$ cat config.mk
export PLATFORM = sky130hd
export DESIGN_NAME = byte_class_tokenizer
export DESIGN_NICKNAME = d
export VERILOG_FILES = /design/src/rtl/byte_class_tokenizer.sv
export SDC_FILE = /design/constraint.sdc
export NUM_CORES = 2
export LEC_CHECK = 0
export ABC_CLOCK_PERIOD_IN_PS = 37200
export BUFFER_PORTS_ARGS = -buffer_cell sky130_fd_sc_hd__buf_2
export CAP_MARGIN = 5
export CORE_MARGIN = 1
export CORE_UTILIZATION = 53
export DETAILED_ROUTE_END_ITERATION = 8
export PLACE_DENSITY_LB_ADDON = 0.08
export SYNTH_ARGS = -nofsm -noshare
export SYNTH_HDL_FRONTEND = slang
export SYNTH_SLANG_ARGS = --single-unit
$ cat constraint.sdc
create_clock -name clk -period 37.2 [get_ports clk]
set_input_delay 5.58 -clock clk [delete_from_list [all_inputs] [get_ports clk]]
set_output_delay 5.58 -clock clk [all_outputs]
set_load 0.02 [all_outputs]
$ cat src/rtl/byte_class_tokenizer.sv
// byte_class_tokenizer: splits a byte stream into maximal same-class runs and emits
// one (class, length, offset) token per run through a one-entry output register.
module byte_class_tokenizer #(
    parameter int NUM_CLASS = 4,
    parameter int LEN_W = 16,
    parameter int OFF_W = 32,
    localparam int CLS_W = $clog2(NUM_CLASS + 1)
) (
    input  logic             clk,
    input  logic             rst,
    input  logic             cfg_we,
    input  logic [CLS_W-1:0] cfg_class,
    input  logic [7:0]       cfg_byte,
    input  logic             cfg_bit,
    input  logic             in_valid,
    output logic             in_ready,
    input  logic [7:0]       in_data,
    input  logic             in_last,
    output logic             tok_valid,
    input  logic             tok_ready,
    output logic [CLS_W-1:0] tok_class,
    output logic [LEN_W-1:0] tok_len,
    output logic [OFF_W-1:0] tok_off,
    output logic             tok_err,
    output logic             busy
);
    typedef enum logic [1:0] {IDLE, RUN, FLUSH} state_t;

    state_t             state_q, state_d;
    logic [255:0]       bm_q [NUM_CLASS];
    logic [255:0]       bm_d [NUM_CLASS];
    logic [CLS_W-1:0]   cls_q, cls_d, tc_q, tc_d, bc;
    logic [LEN_W-1:0]   len_q, len_d, tl_q, tl_d;
    logic [OFF_W-1:0]   start_q, start_d, off_q, off_d, to_q, to_d;
    logic               tv_q, tv_d, free, acc, same;

    always_comb begin
        bc = CLS_W'(NUM_CLASS);
        for (int c = NUM_CLASS - 1; c >= 0; c--)
            if (bm_q[c][in_data]) bc = CLS_W'(c);
        bm_d = bm_q;
        for (int c = 0; c < NUM_CLASS; c++)
            if (cfg_we && cfg_class == CLS_W'(c)) bm_d[c][cfg_byte] = cfg_bit;
    end

    assign free      = ~tv_q | tok_ready;
    assign in_ready  = (state_q != FLUSH) & free;
    assign acc       = in_valid & in_ready;
    assign same      = (bc == cls_q) & (len_q != {LEN_W{1'b1}});
    assign tok_valid = tv_q;
    assign tok_class = tc_q;
    assign tok_len   = tl_q;
    assign tok_off   = to_q;
    assign tok_err   = tc_q == CLS_W'(NUM_CLASS);
    assign busy      = state_q != IDLE;

    always_comb begin
        state_d = state_q;
        cls_d   = cls_q;
        len_d   = len_q;
        start_d = start_q;
        off_d   = off_q;
        tv_d    = tv_q & ~tok_ready;
        tc_d    = tc_q;
        tl_d    = tl_q;
        to_d    = to_q;
        if (state_q == FLUSH && free) begin
            tv_d    = 1'b1;
            tc_d    = cls_q;
            tl_d    = LEN_W'(1);
            to_d    = start_q;
            state_d = IDLE;
        end
        if (acc) begin
            off_d = in_last ? '0 : off_q + 1'b1;
            if (state_q == RUN && same) begin
                len_d = len_q + 1'b1;
                if (in_last) begin
                    tv_d    = 1'b1;
                    tc_d    = cls_q;
                    tl_d    = len_q + 1'b1;
                    to_d    = start_q;
                    state_d = IDLE;
                end
            end else begin
                // A class change or full run closes the old run; the byte opens a new one.
                if (state_q == RUN) begin
                    tv_d = 1'b1;
                    tc_d = cls_q;
                    tl_d = len_q;
                    to_d = start_q;
                end else if (in_last) begin
                    tv_d = 1'b1;
                    tc_d = bc;
                    tl_d = LEN_W'(1);
                    to_d = off_q;
                end
                cls_d   = bc;
                len_d   = LEN_W'(1);
                start_d = off_q;
                state_d = in_last ? (state_q == RUN ? FLUSH : IDLE) : RUN;
            end
        end
    end

    always_ff @(posedge clk or posedge rst) begin
        if (rst) begin
            state_q <= IDLE;
            for (int c = 0; c < NUM_CLASS; c++) bm_q[c] <= '0;
            cls_q   <= '0;
            len_q   <= '0;
            start_q <= '0;
            off_q   <= '0;
            tv_q    <= 1'b0;
            tc_q    <= '0;
            tl_q    <= '0;
            to_q    <= '0;
        end else begin
            state_q <= state_d;
            bm_q    <= bm_d;
            cls_q   <= cls_d;
            len_q   <= len_d;
            start_q <= start_d;
            off_q   <= off_d;
            tv_q    <= tv_d;
            tc_q    <= tc_d;
            tl_q    <= tl_d;
            to_q    <= to_d;
        end
    end
endmodule

# Word-level counts from Yosys, hierarchy flattened
# Index checks and enable logic that the tools add are counted.
# word_totals
mem_count,0
latch_bits,0
regBits,1161
output_inout_bits,55
romBits,0
elab_cells,94
mem_bits_rw,0
# classes
magnitude_cmp,3
muxes,49
n_reduce_logical,10
n_eq_ne,9
multipliers,0
div_mod_pow,0
bitwise_logic,8
n_shift,0
addsub,2
# op_table
op,count
256-bit bitwise mux,4
32-bit 2-to-1 mux,7
16-bit 2-to-1 mux,7
32-bit by 1-bit adder with 32-bit output (second input constant),1
1-bit binary-select mux with 8-bit select,4
3-bit 2-to-1 mux,10
8-bit by 9-bit less-than comparator with 1-bit output (second input constant),2
16-bit by 1-bit adder with 16-bit output (second input constant),1
16-bit != test (second input constant),1
2-bit 2-to-1 mux,6
1-bit 2-to-1 mux,10
1-bit demux with 8-bit select,1
8-bit by 1-bit >= comparator with 1-bit output (second input constant),1
1-bit logical AND,7
3-bit by 2-bit == test with 1-bit output (second input constant),2
1-bit AND,4
3-bit by 1-bit == test with 1-bit output (second input constant),1
3-bit == test,1
3-bit == test (second input constant),1
3-bit logical NOT,1
1-bit inverter,3
2-bit by 1-bit == test with 1-bit output (second input constant),1
2-bit == test (second input constant),1
2-bit != test (second input constant),1
other kinds (3),3

# Depth between registers and ports, before layout
# depth
depth_word,11
depth_mapped,18
depth_no_buf,12

# Worst setup path before layout
# No wires, ideal clock.
# synth_timing
kind,input to output
startpoint,input port tok_ready
endpoint,output port in_ready
required_ns,31.620
stages,2
path_slack_ns,25.640
arrival_ns,5.980
path_buffers,0
cell_sequence,nor2b_1 > nor2_1
# synth_via
elab_chain_cells,2
# synth_rtl
element,line,text
"start, declared",20,"input logic tok_ready,"
1-bit OR,46,assign free = ~tv_q | tok_ready;
1-bit AND,47,assign in_ready = (state_q != FLUSH) & free;
"end, declared",16,"output logic in_ready,"
# No other way between the ends.

# Worst setup path in the final report
# layout_timing
startpoint,input port in_data[0]
endpoint,register start_q[3]
# layout_via
elab_chain_cells,11
elab_cells_between_ends,17
# layout_rtl
element,line,text
"start, declared",17,"input logic [7:0] in_data,"
1-bit binary-select mux with 8-bit select,40,if (bm_q[c][in_data]) bc = CLS_W'(c);
1-bit 2-to-1 mux (implied by the code),40,
3-bit 2-to-1 mux (3 in series),40,
3-bit 2-to-1 mux (*),40,
3-bit == test (*),49,assign same = (bc == cls_q) & (len_q != {LEN_W{1'b1}});
1-bit AND (*),49,
1-bit logical AND (*),76,if (state_q == RUN && same) begin
1-bit inverter (no source line) (*),-,
2-bit AND reduction (no source line) (*),-,
"end signal, assigned",123,start_q <= start_d;
"end, declared",34,"logic [OFF_W-1:0] start_q, start_d, off_q, off_d, to_q, to_d;"
# Every way passes the cells marked *; elsewhere a longest branch is shown, timed or not. The select of a mux whose other input is x is not followed.
# A chain may end at the register's enable or synchronous reset.

==> impl_results.md <==
* Vias in the first global route at 42300
* Clock power share at between 40% and 50%
* Peak supply drop at 0.0436 mV
* Reg-to-reg endpoint: start_q[3]
* Comb pwr share at around an eighth
* Die footprint at approximately 110000 µm²
* CTS max path bufs at 3
* Initial DRC count at roughly 3800
* FP Rows at 122
* Critical path class: primary input to flop
* Psw at 0.827 mW
* Port bufs at 80
* Yosys warnings at 0
* FF-to-FF Start: bm_q[439]
* Post-synthesis cell area at around 60000 µm²
* Final WL at 177000 µm
* Reg power frac at a little over two fifths
* Post-synth EDFFs at 0
* Area growth, synth to finish at 9.12%
* Slew Limit Fails at 0
* Syn avg cell area at 11.2 µm²
* Final Util at 58.7%
* Clock Tree Root: clkbuf_16
* Max Freq at 0.0830 GHz
* Sw frac at a little over a quarter
* Via-to-Cell Ratio at 6.21
* Hold_buf cts at 0
* RD Place Congestion at 0.849
* Hold slack at 0.498 ns
* First-pass GRT wire length at 271000 µm
* Power Density at 46.5 nW/µm²
* Detailed placement HPWL at roughly 110000 µm
* Worst-path maximum fanout at 80
* Gr ovfl total at 0
* Ratio of cells with drive above 1 in the final layout at 31.7%
* Drt pass-1 iters at 5
* H-tree levels at 4
* CORE AREA at 111000 µm²
* Setup TNS at 0 ns
* Worst reg2reg setup slack at approximately 32 ns
* Tightest Pin Transition at 1.32 ns
* Clk_lat worst skew at 0.74 ns
* Initial Util at between 50% and 60%
* Unique masters post-synth at 76
* Worst setup EP type: flop
* Clock sink count at 1161
* RSZ-0062 raised after global routing: no
* # setup viols final at 0
* Initial antenna violation count at 8
* Wirelength per Cell at 26.1 µm
* P_int at 2.21 mW
* Storage element area at 29100 µm²
* Worst-case clock skew at 0.0247 ns
* DRT antenna net count at 0
* LEAKAGE at approximately 30 nW
* Fin nets at 5222
* Main synth FF type: dfrtp_1
* Post-CTS setup buffers at 0
* Fillers at 9263
* Data required, critical path at 37.81 ns
* Die boundary height at 338 µm
* Via count at 42100
* Status: finished, final reports clean
* Worst Reg-to-Reg Cells at 13
* Critical Path Start: in_data[0]
* Gr usage total at 31.4%
* Hold path cells at 1
* Max-cap check violation count at 0
* DR DRC count at 0
* Die W at between 300 and 400 µm
* Register bit count reported by yosys at 1161
* Hold Fails Final Rpt at 0
* Worst min-delay path class: flop to flop
* CP arrival at 12.66 ns
* Hold Path Origin: bm_q[53]
* Gate Count Post-Synth at 5324
* Sequential area share after synthesis at around half
* Max-slew headroom at 11.5%
* Startpoint Class: primary input
* Pin count of the biggest net entering global routing at about 180
* Syn nets at 5352
* TritonCTS clock tree: done
* CTS clk-pin slew, worst paths at around 0.060 ns
* Footprint of the multi-input gates at approximately 29000 µm²
* Hold Path Sink: bm_q[53]
* CTS resizes at 0
* Io pins at 81
* Tcrit/Tclk final at 32.4%
* Final min period at around 12 ns
* TritonCTS Buffers at roughly 130
* FFs w/ async S/R, synth at between 90% and 100%
==> routing by layer <==
| metal | global-route usage (%) | vias up | wire, µm |
|---|---|---|---|
| met1 | 45.3 | 22000 | 78900 |
| met2 | 48.3 | 1307 | 80900 |
| met4 | 10.3 | 8 | 5710 |
| met3 | 5.36 | 320 | 11400 |
| li1 | - | 18500 | - |
| met5 | 0 | - | 51 |
==> cells in the mapped netlist (all sizes together), types with 8 or more instances <==
master	count	area share, %
a31oi	20	0.21
nand2	1123	7.0
a22oi	97	1.2
nor3	8	0.067
buf	123	1.4
mux4	172	6.5
a21oi	56	0.49
mux2	1088	21
nor2	466	2.9
and2	12	0.13
and3	33	0.35
mux2i	204	3.4
o311ai	11	0.16
nand3	65	0.54
o41ai	13	0.20
o22ai	48	0.50
o21ai	78	0.65
dfrtp	1161	49
nor2b	29	0.30
a221oi	10	0.15
o221a	31	0.58
nand4	23	0.24
clkbuf	320	2.0
inv	10	0.063
nand2b	16	0.17
==> logic make-up (layout without fill, tap and decap cells) <==
kind of cell | Yosys count | count (layout) | synth area share, %
xor gates and xnor gates | 2 | 2 | 0.0293
and+or+nand+nor | 1814 | 1814 | 12.3
DFF | 1161 | 1161 | 48.6
other | 0 | 3 | 0
AOI/OAI and AO/OA | 427 | 427 | 5.09
adders and majority gates | 2 | 2 | 0.0418
buffers and inverters | 454 | 420 | 3.49
muxes | 1464 | 1464 | 30.5
==> power groups by stage <==
stage	registers (mW)	logic, mW	clock network, mW
final	1.33	0.389	1.32
after global routing	1.33	0.422	1.39
after CTS	1.33	0.388	1.34
after detailed placement	1.35	0.387	0
after global placement	1.35	0.383	0
after floorplan	1.37	0.255	0
==> per-stage QoR <==
stage	cells	power (mW)	area (µm²)	worst slack (ns)
global route	6779	3.15	65300	24.81
finish	6781	3.04	65300	25.15
CTS	6778	3.06	65300	25.29
global placement	6546	1.73	60900	24.68
detailed placement	6546	1.74	60900	24.52
floorplan	5324	1.63	59800	15.59
==> worst max path at each step <==
stage                       end  cells after the start
global placement    start_q[10]                     15
finish               start_q[3]                     15
CTS                  start_q[3]                     15
floorplan               bm_q[0]                      1
global route         start_q[3]                     15
detailed placement   start_q[3]                     15
==> area by class of cell <==
cell class                      count  area share (%)
Antenna cell                        3          0.0115
Clock buffer                      206            6.32
Clock inverter                     26           0.368
Inverter                           11          0.0690
Multi-Input combinational cell   3709            44.1
Sequential cell                  1161            44.5
Tap cell                         1488            2.85
Timing Repair Buffer              177            1.82
==> sequential cells by signal, indices dropped and copies added, names as in the netlist <==
name	cells
bm_q	1024
off_q	32
start_q	32
tok_off	32
len_q	16
tok_len	16
cls_q	3
tok_class	3
state_q	2
tok_valid	1
==> cells in the final DEF, fill, tap and decap left out, types with 75 or more instances in the layout <==
| cell type | n |
|---|---|
| dfrtp_1 | 1161 |
| buf_2 | 75 |
| buf_4 | 96 |
| mux4_2 | 172 |
| mux2_2 | 1060 |
| mux2i_1 | 204 |
| nand2_1 | 1120 |
| o21ai_0 | 77 |
| clkbuf_16 | 143 |
| nor2_1 | 463 |
| a22oi_1 | 96 |
==> critical path, stage by stage <==
cell     delay, ns
buf_8         0.62
buf_4         0.86
buf_4         0.86
mux4_2        0.59
a22oi_1       0.28
a21oi_1       0.16
nor4_1        0.78
o32a_1        0.36
mux2i_1       0.09
a21oi_1       0.77
and2_1        0.23
buf_4         0.44
a21oi_4       0.14
buf_4         0.36
mux2_4        0.38
Power figures use the tool's default switching activity.
